--- config.mk ---
export PLATFORM = sky130hd
export DESIGN_NAME = vex_ctrl_pipe
export DESIGN_NICKNAME = d
export VERILOG_FILES = /design/src/rtl/vex_ctrl_pipe_pkg.sv /design/src/rtl/vex_ctrl_slot.sv /design/src/rtl/vex_ctrl_pipe.sv
export SDC_FILE = /design/constraint.sdc
export NUM_CORES = 1
export LEC_CHECK = 0
export ABC_AREA = 0
export ABC_CLOCK_PERIOD_IN_PS = 4800
export BUFFER_PORTS_ARGS = -buffer_cell sky130_fd_sc_hd__clkbuf_2
export CORE_MARGIN = 3
export CORE_UTILIZATION = 35
export CTS_CLUSTER_SIZE = 8
export DETAILED_ROUTE_END_ITERATION = 12
export GPL_TIMING_DRIVEN = 1
export PLACE_DENSITY = 0.6
export SETUP_SLACK_MARGIN = 0.4
export SYNTH_ARGS = -nofsm -noshare
export SYNTH_HDL_FRONTEND = slang
export SYNTH_HIERARCHICAL = 1
export SYNTH_SLANG_ARGS = --single-unit
--- constraint.sdc ---
create_clock -name clk -period 4.8 [get_ports clk]
set_input_delay 0.48 -clock clk [delete_from_list [all_inputs] [get_ports clk]]
set_output_delay 0.48 -clock clk [all_outputs]
set_load 0.05 [all_outputs]
--- src/rtl/vex_ctrl_pipe_pkg.sv ---
// rtl/vex_ctrl_pipe_pkg.sv - shared types and helpers for the vector execution control pipe
package vex_ctrl_pipe_pkg;

  localparam int VEX_REGS        = 32;
  localparam int VEX_RW          = $clog2(VEX_REGS);
  localparam int VEX_TICKET_BITS = 5;

  typedef struct packed {
    logic [VEX_RW-1:0]          dst;
    logic [VEX_TICKET_BITS-1:0] ticket;
    logic                       head;
    logic                       last;
  } vex_sideband_t;

  // Flattened slot payload width: {dst, ticket, head, end}
  function automatic int sb_width(input int rw, input int tb);
    return rw + tb + 2;
  endfunction

endpackage

--- src/rtl/vex_ctrl_slot.sv ---
// rtl/vex_ctrl_slot.sv - one control-pipe slot: valid bit plus load-enabled sideband payload
module vex_ctrl_slot #(
  parameter int W = 12
) (
  input  logic         clk,
  input  logic         rst_n,
  input  logic         flush,
  input  logic         adv,
  input  logic         pred_vld,
  input  logic         load,
  input  logic [W-1:0] d,
  output logic         vld,
  output logic [W-1:0] q
);

  always_ff @(posedge clk or negedge rst_n) begin
    if (!rst_n) begin
      vld <= 1'b0;
    end else if (flush) begin
      vld <= 1'b0;
    end else if (adv) begin
      vld <= pred_vld;
    end
  end

  // Payload is deliberately unreset; only the valid bit qualifies it.
  always_ff @(posedge clk) begin
    if (load) begin
      q <= d;
    end
  end

endmodule

--- src/rtl/vex_ctrl_pipe.sv ---
// rtl/vex_ctrl_pipe.sv - parametrised EX/WR control pipe with backpressure, flush and forwarding taps
module vex_ctrl_pipe
  import vex_ctrl_pipe_pkg::*;
#(
  parameter int NUM_EX             = 4,
  parameter int VECTOR_REGISTERS   = 32,
  parameter int VECTOR_TICKET_BITS = 5,
  parameter int FWD_POINT_A        = 1,
  parameter int FWD_POINT_B        = 3,
  localparam int RW                = $clog2(VECTOR_REGISTERS),
  localparam int CW                = $clog2(NUM_EX + 1)
) (
  input  logic                          clk,
  input  logic                          rst_n,
  input  logic                          valid_i,
  input  logic [RW-1:0]                 dst_i,
  input  logic [VECTOR_TICKET_BITS-1:0] ticket_i,
  input  logic                          head_i,
  input  logic                          end_i,
  output logic                          ready_o,
  input  logic                          flush_i,
  output logic [NUM_EX-1:0]             stage_en_o,
  output logic [NUM_EX-1:0]             stage_vld_o,
  output logic                          frw_a_en_o,
  output logic [RW-1:0]                 frw_a_addr_o,
  output logic [VECTOR_TICKET_BITS-1:0] frw_a_ticket_o,
  output logic                          frw_b_en_o,
  output logic [RW-1:0]                 frw_b_addr_o,
  output logic [VECTOR_TICKET_BITS-1:0] frw_b_ticket_o,
  output logic                          wr_valid_o,
  input  logic                          wr_ready_i,
  output logic [RW-1:0]                 wr_addr_o,
  output logic [VECTOR_TICKET_BITS-1:0] wr_ticket_o,
  output logic                          wr_head_o,
  output logic                          wr_end_o,
  output logic                          rdc_done_o,
  output logic [CW-1:0]                 inflight_o,
  output logic                          vex_idle_o
);

  localparam int SW = sb_width(RW, VECTOR_TICKET_BITS);
  localparam int TB = VECTOR_TICKET_BITS;

  if (NUM_EX < 2) begin : g_bad_num_ex
    $error("vex_ctrl_pipe: NUM_EX must be >= 2");
  end
  if (FWD_POINT_A < 1 || FWD_POINT_A > NUM_EX) begin : g_bad_fwd_a
    $error("vex_ctrl_pipe: FWD_POINT_A out of range 1..NUM_EX");
  end
  if (FWD_POINT_B < 1 || FWD_POINT_B > NUM_EX) begin : g_bad_fwd_b
    $error("vex_ctrl_pipe: FWD_POINT_B out of range 1..NUM_EX");
  end

  // Index i is slot EX(i+2); index NUM_EX-1 is WR.
  logic [NUM_EX-1:0] vld;
  logic [NUM_EX-1:0] adv;
  logic [NUM_EX-1:0] pred_vld;
  logic [SW-1:0]     sb [NUM_EX];
  logic [SW-1:0]     sb_in;
  logic              accept;
  logic              wr_hs;

  // Advance ripples from WR back to EX2 so bubbles collapse within one cycle.
  always_comb begin
    logic a;
    a = ~vld[NUM_EX-1] | wr_ready_i;
    adv[NUM_EX-1] = a;
    for (int i = NUM_EX - 2; i >= 0; i--) begin
      a = ~vld[i] | a;
      adv[i] = a;
    end
  end

  assign pred_vld   = {vld[NUM_EX-2:0], valid_i};
  assign stage_en_o = adv & pred_vld & {NUM_EX{~flush_i}};
  assign ready_o    = adv[0] & ~flush_i;
  assign accept     = valid_i & ready_o;
  assign sb_in      = {dst_i, ticket_i, head_i, end_i};

  for (genvar i = 0; i < NUM_EX; i++) begin : g_slot
    vex_ctrl_slot #(.W(SW)) u_slot (
      .clk      (clk),
      .rst_n    (rst_n),
      .flush    (flush_i),
      .adv      (adv[i]),
      .pred_vld (pred_vld[i]),
      .load     (stage_en_o[i]),
      .d        ((i == 0) ? sb_in : sb[(i == 0) ? 0 : i - 1]),
      .vld      (vld[i]),
      .q        (sb[i])
    );
  end

  assign stage_vld_o = vld;
  assign wr_valid_o  = vld[NUM_EX-1];
  assign wr_addr_o   = sb[NUM_EX-1][SW-1 -: RW];
  assign wr_ticket_o = sb[NUM_EX-1][TB+1:2];
  assign wr_head_o   = sb[NUM_EX-1][1];
  assign wr_end_o    = sb[NUM_EX-1][0];
  assign wr_hs       = wr_valid_o & wr_ready_i;
  assign rdc_done_o  = wr_hs & wr_end_o;

  if (FWD_POINT_A == 1) begin : g_tap_a_in
    assign frw_a_en_o     = accept;
    assign frw_a_addr_o   = dst_i;
    assign frw_a_ticket_o = ticket_i;
  end else begin : g_tap_a_slot
    assign frw_a_en_o     = vld[FWD_POINT_A-2];
    assign frw_a_addr_o   = sb[FWD_POINT_A-2][SW-1 -: RW];
    assign frw_a_ticket_o = sb[FWD_POINT_A-2][TB+1:2];
  end

  if (FWD_POINT_B == 1) begin : g_tap_b_in
    assign frw_b_en_o     = accept;
    assign frw_b_addr_o   = dst_i;
    assign frw_b_ticket_o = ticket_i;
  end else begin : g_tap_b_slot
    assign frw_b_en_o     = vld[FWD_POINT_B-2];
    assign frw_b_addr_o   = sb[FWD_POINT_B-2][SW-1 -: RW];
    assign frw_b_ticket_o = sb[FWD_POINT_B-2][TB+1:2];
  end

  // Kept incrementally rather than as a popcount so the output is a clean register.
  always_ff @(posedge clk or negedge rst_n) begin
    if (!rst_n) begin
      inflight_o <= '0;
    end else if (flush_i) begin
      inflight_o <= '0;
    end else begin
      inflight_o <= inflight_o + CW'(accept) - CW'(wr_hs);
    end
  end

  assign vex_idle_o = ~valid_i & (inflight_o == '0);

endmodule

Word level (Yosys, flattened, before mapping):

Cells that the tools add are included.

* order comparisons: 0
* divide/modulo/power cells: 0
* mux-type cells: 9
* reductions and logical operators: 5
* shift operators: 0
* $mul: 0
* bitwise operators: 17
* equal/unequal tests: 0
* add/subtract/negate cells: 2

Operators with widths (number)
* $and 4x4->4: 2
* $mux 1: 8
* $reduce_bool 2->1: 4
* $not 1->1: 6
* $and 1x1->1: 5
* $or 1x1->1: 4
* $add 3x1->3: 1
* $logic_not 3->1: 1
* $mux 3: 1
* $sub 3x1->3: 1

* output and inout bits: 49
* memory bits (read-only): 0
* input port bits: 17
* register bits: 55
* latch bits: 0
* RAM bits: 0
* memories: 0
* word-level logic and storage cells: 42

Longest topological paths before layout:

Gate-level depths: netlist of the first run.

* depth in word-level cells: 10
* gate-level depth with buffers: 8

Cells and area by module:

The synthesis of the first run kept the hierarchy.

Modules (own cells, without submodules)
* vex_ctrl_slot: cells an instance 15, area each 399.1 um2, times used 4
* vex_ctrl_pipe: cells an instance 43, area each 376.6 um2, times used 1

Least setup slack after synthesis of the first run:

Ideal clock, no wire load.

* path type: register -> output
* from: register g_slot[3].u_slot.vld
* to: output stage_en_o[3]
* required time: 4.320 ns
* data arrival time: 2.906 ns
* path buffers: 0
* path slack: 1.414 ns
* cell stages (with the launch flop): 3
* path through: dfrtp_1 > and2b_2 > nor3b_1

* longest elaborated chain between the ends: 4

Ends and longest elaborated chain
* start, declared: RTL line vex_ctrl_slot.sv:12 `output logic vld,`
* start signal, assigned: RTL line vex_ctrl_slot.sv:22 `vld <= pred_vld;`
* $not 1->1: RTL line vex_ctrl_pipe.sv:66 `a = ~vld[NUM_EX-1] | wr_ready_i;`
* $or 1x1->1: RTL line vex_ctrl_pipe.sv:66
* $and 4x4->4 (2 in a row): RTL line vex_ctrl_pipe.sv:75 `assign stage_en_o = adv & pred_vld & {NUM_EX{~flush_i}};`
* end, declared: RTL line vex_ctrl_pipe.sv:22 `output logic [NUM_EX-1:0] stage_en_o,`

Every way passes these cells.

Final worst setup path of the first run:

Ends and elaborated chain as after synthesis.

==> reports/metrics.csv, run 1 <==
metric,value,unit
min Tclk post-route,2564,ps
fraction of the mapped netlist area in compound gates,1.015,%
fin crit share,53.43,%
max_cap viols,0,
die area,6575,um^2
GP Congestion,0.6866,
DR DRC count,0,
outcome,finished clean,
Core Region,5270,um^2
clk buf depth,2,
CP startpoint kind,register,
Achievable Freq,389.9,MHz
Worst EP required,4320,ps
postcts setup bufs,0,
Worst Setup SP,g_slot[3].u_slot/vld,
multiplexer area fraction after synthesis,2.029,%
cell with the most instances after synthesis,edfxtp_1,
first-pass GRT wire length,4.657,mm
pin count of the biggest net entering global routing,18,
Synth Area in Adders,2.283,%
vias after detailed routing,1021,
ys async rst share,12.73,%
"Primary FF master, synth",edfxtp_1,
Post-CTS Resized,0,
number of synthesized register bits,55,
Root Driver,clkbuf_8,
FF-to-FF path depth,7,
Post-Synth Simple-Gate Area,5.517,%
R2R Setup Slk,2880,ps
DP Wirelength,2.357,mm
"Net Count, Synth",123,
post-route ant nets,0,
post-synthesis sequential area ratio,81.93,%
worst min path class,input port to async pin,
worst vdd ir,0.1269,mV
R2R Path End,inflight_o[2],
Layout area overhead,21.75,%
die height,81.09,um
RSZ-0062 raised after global routing,false,
WL final,3.005,mm
Hold Fails Final Rpt,0,
Fin Setup TNS,0,ps
largest family of logic cells by synthesized area,buffers and inverters,
FP Rows,26,
Crit Path Max Fanout,13,
top-area cell type share of the netlist area,73.05,%
final setup violation count,0,
Synth warnings,6,
H-tree depth,2,
relative slew slack,43.59,%
Synth area leader,edfxtp_1,
# port buffers,65,
Static Leak,0.001015,uW
critical path capture point type,output port,
Mapped Cells,103,
critical path class,register to output port,
number of library cell types mapped by synthesis,21,
hold buffer count at cts,0,
Power Total,869.3,uW
Layout Nets,185,
syn avg cell area,19.16,um^2
I/O pin count,66,
power per cell area,361.9,nW/um^2
WP data arrival,2080,ps
initial antenna violation count,0,
CTS tree,done,
Clock Latency Late Sink,300,ps
via/cell ratio,4.326,
worst slew pin tran,842.5,ps
drt pass-1 iters,4,
Inserted Clock Buffers,5,
aggregate global routing overflow,0,
Ant. Diodes,0,
Die X,81.09,um
vias in the first global route,957,
Iter 0 DRT Violations,38,
top area cells in the synthesized netlist,"edfxtp_1 73%, dfrtp_1 8.9%, buf_4 4.6%, mux2i_1 2.0%, ha_1 1.3%",
mapped cell area,1973,um^2
"Slew Viols, Final",0,
Total GRT Usage,9.747,%
Critical R2R Launch,g_slot[2].u_slot/vld,
clock transition at the registers of the reported paths,90,ps
Clock Skews,10.70,ps
number of flops mapped to enable cells by yosys,48,
clk sink count,55,
Post-synth top cells,"48 x edfxtp_1, 12 x buf_4, 7 x dfrtp_1",
xor/xnor cell area share of the yosys netlist,1.141,%
wire per inst,12.73,um
Initial Util,37.44,%
proportion of layout cells with a drive suffix above 1,48.19,%
[through the flow]
stage / hold slack (ps) / instances / util (%) / setup WS [ps] / area (um^2)
2_1_floorplan: 184.4 / 103 / - / 1414 / 1973
3_3_place_gp: 319.0 / 228 / 43.87 / 2386 / 2312
3_5_place_dp: 335.0 / 228 / 43.87 / 2348 / 2312
4_1_cts: 3.245 / 236 / 45.58 / 2184 / 2402
5_1_grt: 10.59 / 236 / 45.58 / 2042 / 2402
6_report: 13.90 / 236 / 45.58 / 2236 / 2402
[cells in the final DEF, fill, tap and decap left out]
cell,instances
clkbuf_8,5
a21oi_1,4
edfxtp_1,48
mux2i_1,4
inv_1,5
nand2_1,2
nor3b_2,2
nor2_1,6
and2_2,1
xnor3_1,1
and2b_2,1
and4b_1,1
and3_2,1
ha_1,2
nand2b_1,2
buf_4,3
nor4_1,1
nor2b_1,1
fa_1,1
clkbuf_1,1
clkbuf_2,65
dfrtp_1,7
clkinv_4,2
[kinds of logic (layout without fill, tap and decap cells)]
logic type / after synthesis / after routing
simple gates: 18 / 18
fa+ha+maj: 3 / 3
mux: 4 / 4
xor+xnor: 1 / 1
flops: 55 / 55
buf+inv: 18 / 81
compound gates: 4 / 4
[power breakdown]
part | switching [uW] | total [uW] | internal [uW]
clock | 136 | 241 | 105
combinational | 67.9 | 90.2 | 22.3
sequential | 6.76 | 538 | 531
total | 211 | 869 | 659
[cell type report]
| type | count | area (um^2) |
|---|---|---|
| clock buffer | 6 | 72.57 |
| tap | 70 | 87.58 |
| sequential | 55 | 1617 |
| timing repair buffer | 68 | 347.8 |
| clock inverter | 2 | 17.52 |
| fill | 487 | 2868 |
| multi-input combinational | 30 | 241.5 |
| inverter | 5 | 18.77 |
[state kept, by name, summed over array words and instances, names as in the netlist]
name,cells
inflight_o,3
g_slot.u_slot/vld,4
g_slot.u_slot/q,48
[worst max-delay path by stage]
stage	end	slack [ps]	cells after the start
floorplan	stage_en_o[3]	1410	2
global placement	stage_en_o[3]	2390	4
detailed placement	stage_en_o[3]	2350	4
CTS	stage_en_o[3]	2180	3
global route	stage_en_o[3]	2040	3
finish	stage_en_o[3]	2240	3
[worst max-delay path, cell delays in order, from the launching register on]
cell      delay, ps
dfrtp_1         440
and2b_2         250
nor3b_2         690
clkbuf_2        410
[metal layers]
metal  vias to the layer above  track usage, %  wire length, um
met5                         -               0                0
met4                         0           5.068               73
met3                         7           3.548              232
met2                        39           15.60             1505
met1                       485           11.51             1194
li1                        490               -                -
(Power assumes the default switching activity.)
==> run 2: changes to the inputs <==
ABC_CLOCK_PERIOD_IN_PS = 2700   (was 4800)
clock period = 2.7 ns   (was 4.8 ns; I/O delays follow)
==> reports/metrics.csv, run 2 (synthesized netlist as in run 1, its figures left out) <==
metric,value,unit,change
outcome,finished clean,,unchanged
relative slew slack,76.55,%,was 43.59%
final core utilization,47.17,%,was 45.58%
biggest regs,"g_slot.u_slot/q: 48 flops, g_slot.u_slot/vld: 4 flops, inflight_o: 3 flops",,unchanged
final setup violation count,0,,unchanged
power per cell area,667.2,nW/um^2,was 361.9 nW/um^2
wire per inst,11.99,um,was 12.73 um
most frequent cells in the layout,"65 x clkbuf_2, 48 x edfxtp_1, 6 x nor2_1, 6 x dfrtp_1",,"was 65 x clkbuf_2, 48 x edfxtp_1, 7 x dfrtp_1, 6 x nor2_1"
initial antenna violation count,0,,unchanged
max reg flops,48,,unchanged
worst min path class,input port to register,,was input port to async pin
Crit Path Max Fanout,7,,was 13
Fillers,467,,was 487
Layout Nets,187,,was 185
Iter 0 DRT Violations,38,,unchanged
critical path capture point type,output port,,unchanged
post-route ant nets,0,,unchanged
vias after detailed routing,960,,was 1021
Root Driver,clkbuf_8,,unchanged
Clock Latency Late Sink,300,ps,about the same
Worst Setup SP,g_slot[2].u_slot/vld,,was g_slot[3].u_slot/vld
Sequential Power Share,57.7,%,was 61.9%
Post-DP Area,2352,um^2,was 2312 um^2
sw frac,23.28,%,was 24.24%
combinational fraction of design power,9.9,%,was 10.4%
Initial Util,37.44,%,unchanged
hold buffer count at cts,1,,was 0
fin crit share,72.22,%,
# port buffers,65,,unchanged
"Slew Viols, Final",0,,unchanged
smallest hold slack,151.3,ps,was 13.90 ps
min Tclk post-route,1950,ps,
share of power burned in the clock network,32.4,%,was 27.7%
clock transition at the registers of the reported paths,90,ps,about the same
Power Total,1659,uW,was 869.3 uW
Biggest register,g_slot.u_slot/q,,unchanged
P_sw,386.2,uW,was 210.8 uW
Inserted Clock Buffers,5,,unchanged
cell internal pwr,1273,uW,was 658.5 uW
via/cell ratio,4.034,,was 4.326
post-route cell area,2486,um^2,was 2402 um^2
Worst EP required,2430,ps,was 4320 ps
Fin Setup TNS,0,ps,unchanged
proportion of layout cells with a drive suffix above 1,51.79,%,was 48.19%
pin count of the biggest net entering global routing,20,,was 18
max_cap viols,0,,unchanged
WL final,2.853,mm,was 3.005 mm
Achievable Freq,512.8,MHz,
DR DRC count,0,,unchanged
Critical R2R Launch,g_slot[3].u_slot/vld,,was g_slot[2].u_slot/vld
worst vdd ir,0.2486,mV,was 0.1269 mV
Post-CTS Resized,0,,unchanged
CTS tree,done,,unchanged
I/O pin count,66,,unchanged
critical path class,register to output port,,unchanged
first-pass GRT wire length,4.264,mm,was 4.657 mm
Static Leak,0.001040,uW,was 0.001015 uW
RSZ-0062 raised after global routing,false,,unchanged
DP Wirelength,2.351,mm,was 2.357 mm
Ant. Diodes,0,,unchanged
worst slew pin tran,351.5,ps,was 842.5 ps
vias in the first global route,892,,was 957
H-tree depth,2,,unchanged
postcts setup bufs,0,,unchanged
Hold Fails Final Rpt,0,,unchanged
Hold Crit Start,head_i,,
Layout area overhead,26.00,%,was 21.75%
Total GRT Usage,8.948,%,was 9.747%
Clock Skews,6.283,ps,was 10.70 ps
WP data arrival,1680,ps,was 2080 ps
Core Region,5270,um^2,unchanged
die area,6575,um^2,unchanged
die height,81.09,um,unchanged
GP Congestion,0.7341,,was 0.6866
Die X,81.09,um,unchanged
clk sink count,55,,unchanged
clk buf depth,2,,unchanged
aggregate global routing overflow,0,,unchanged
CP startpoint kind,register,,unchanged
"most common cell after layout, fill and taps aside",clkbuf_2,,unchanged
FP Rows,26,,unchanged
drt pass-1 iters,4,,unchanged
[run 2: metal layers]
layer / vias up / global-route usage [%] / wire (um)
li1: 489 / - / -
met1: 435 / 9.489 / 1013
met2: 34 / 15.85 / 1623
met3: 2 / 2.882 / 179
met4: 0 / 4.561 / 36
met5: - / 0 / 0
[run 2: critical path: stages, from the launching register on]
cell and delay (ps):
dfrtp_2 450, and4b_1 330, nor3b_4 280, clkbuf_2 320
[run 2: layout make-up]
cell class | instances | area [um^2] | area share, %
flip-flops and latches | 55 | 1618 | 65.07
inverters | 5 | 18.77 | 0.7549
repair buffers | 70 | 365.4 | 14.70
clock inverters | 3 | 55.05 | 2.214
multi-input cells | 30 | 272.8 | 10.97
well taps | 70 | 87.58 | 3.523
clock buffers | 5 | 68.82 | 2.768
[run 2: path summary, 6_finish.rpt]
| check | slack [ps] | end | cells after the start |
|---|---|---|---|
| worst max-delay path | 750 | stage_en_o[1] | 3 |
| worst min-delay path | 150 | g_slot[0].u_slot/q[1] | 1 |
| worst max register to register | 800 | inflight_o[2] | 8 |
| worst min register to register | 420 | g_slot[2].u_slot/q[1] | 0 |
| max in group asynchronous | 2160 | g_slot[2].u_slot/vld | 2 |
| min in group asynchronous | 350 | g_slot[3].u_slot/vld | 2 |
[run 2: power by group through the flow]
stage / Clock, uW / Combinational [uW] / Sequential [uW]
floorplan: 0 / 95.6 / 1010
global placement: 0 / 164 / 976
detailed placement: 0 / 166 / 977
CTS: 556 / 167 / 958
global route: 597 / 174 / 960
finish: 537 / 164 / 957
[run 2: per-stage QoR]
stage          setup slack (ps)  instances
6_report                  749.9        238
5_1_grt                   644.1        238
4_1_cts                   715.1        238
3_5_place_dp              806.7        229
3_3_place_gp              879.1        229
2_1_floorplan             274.7        103
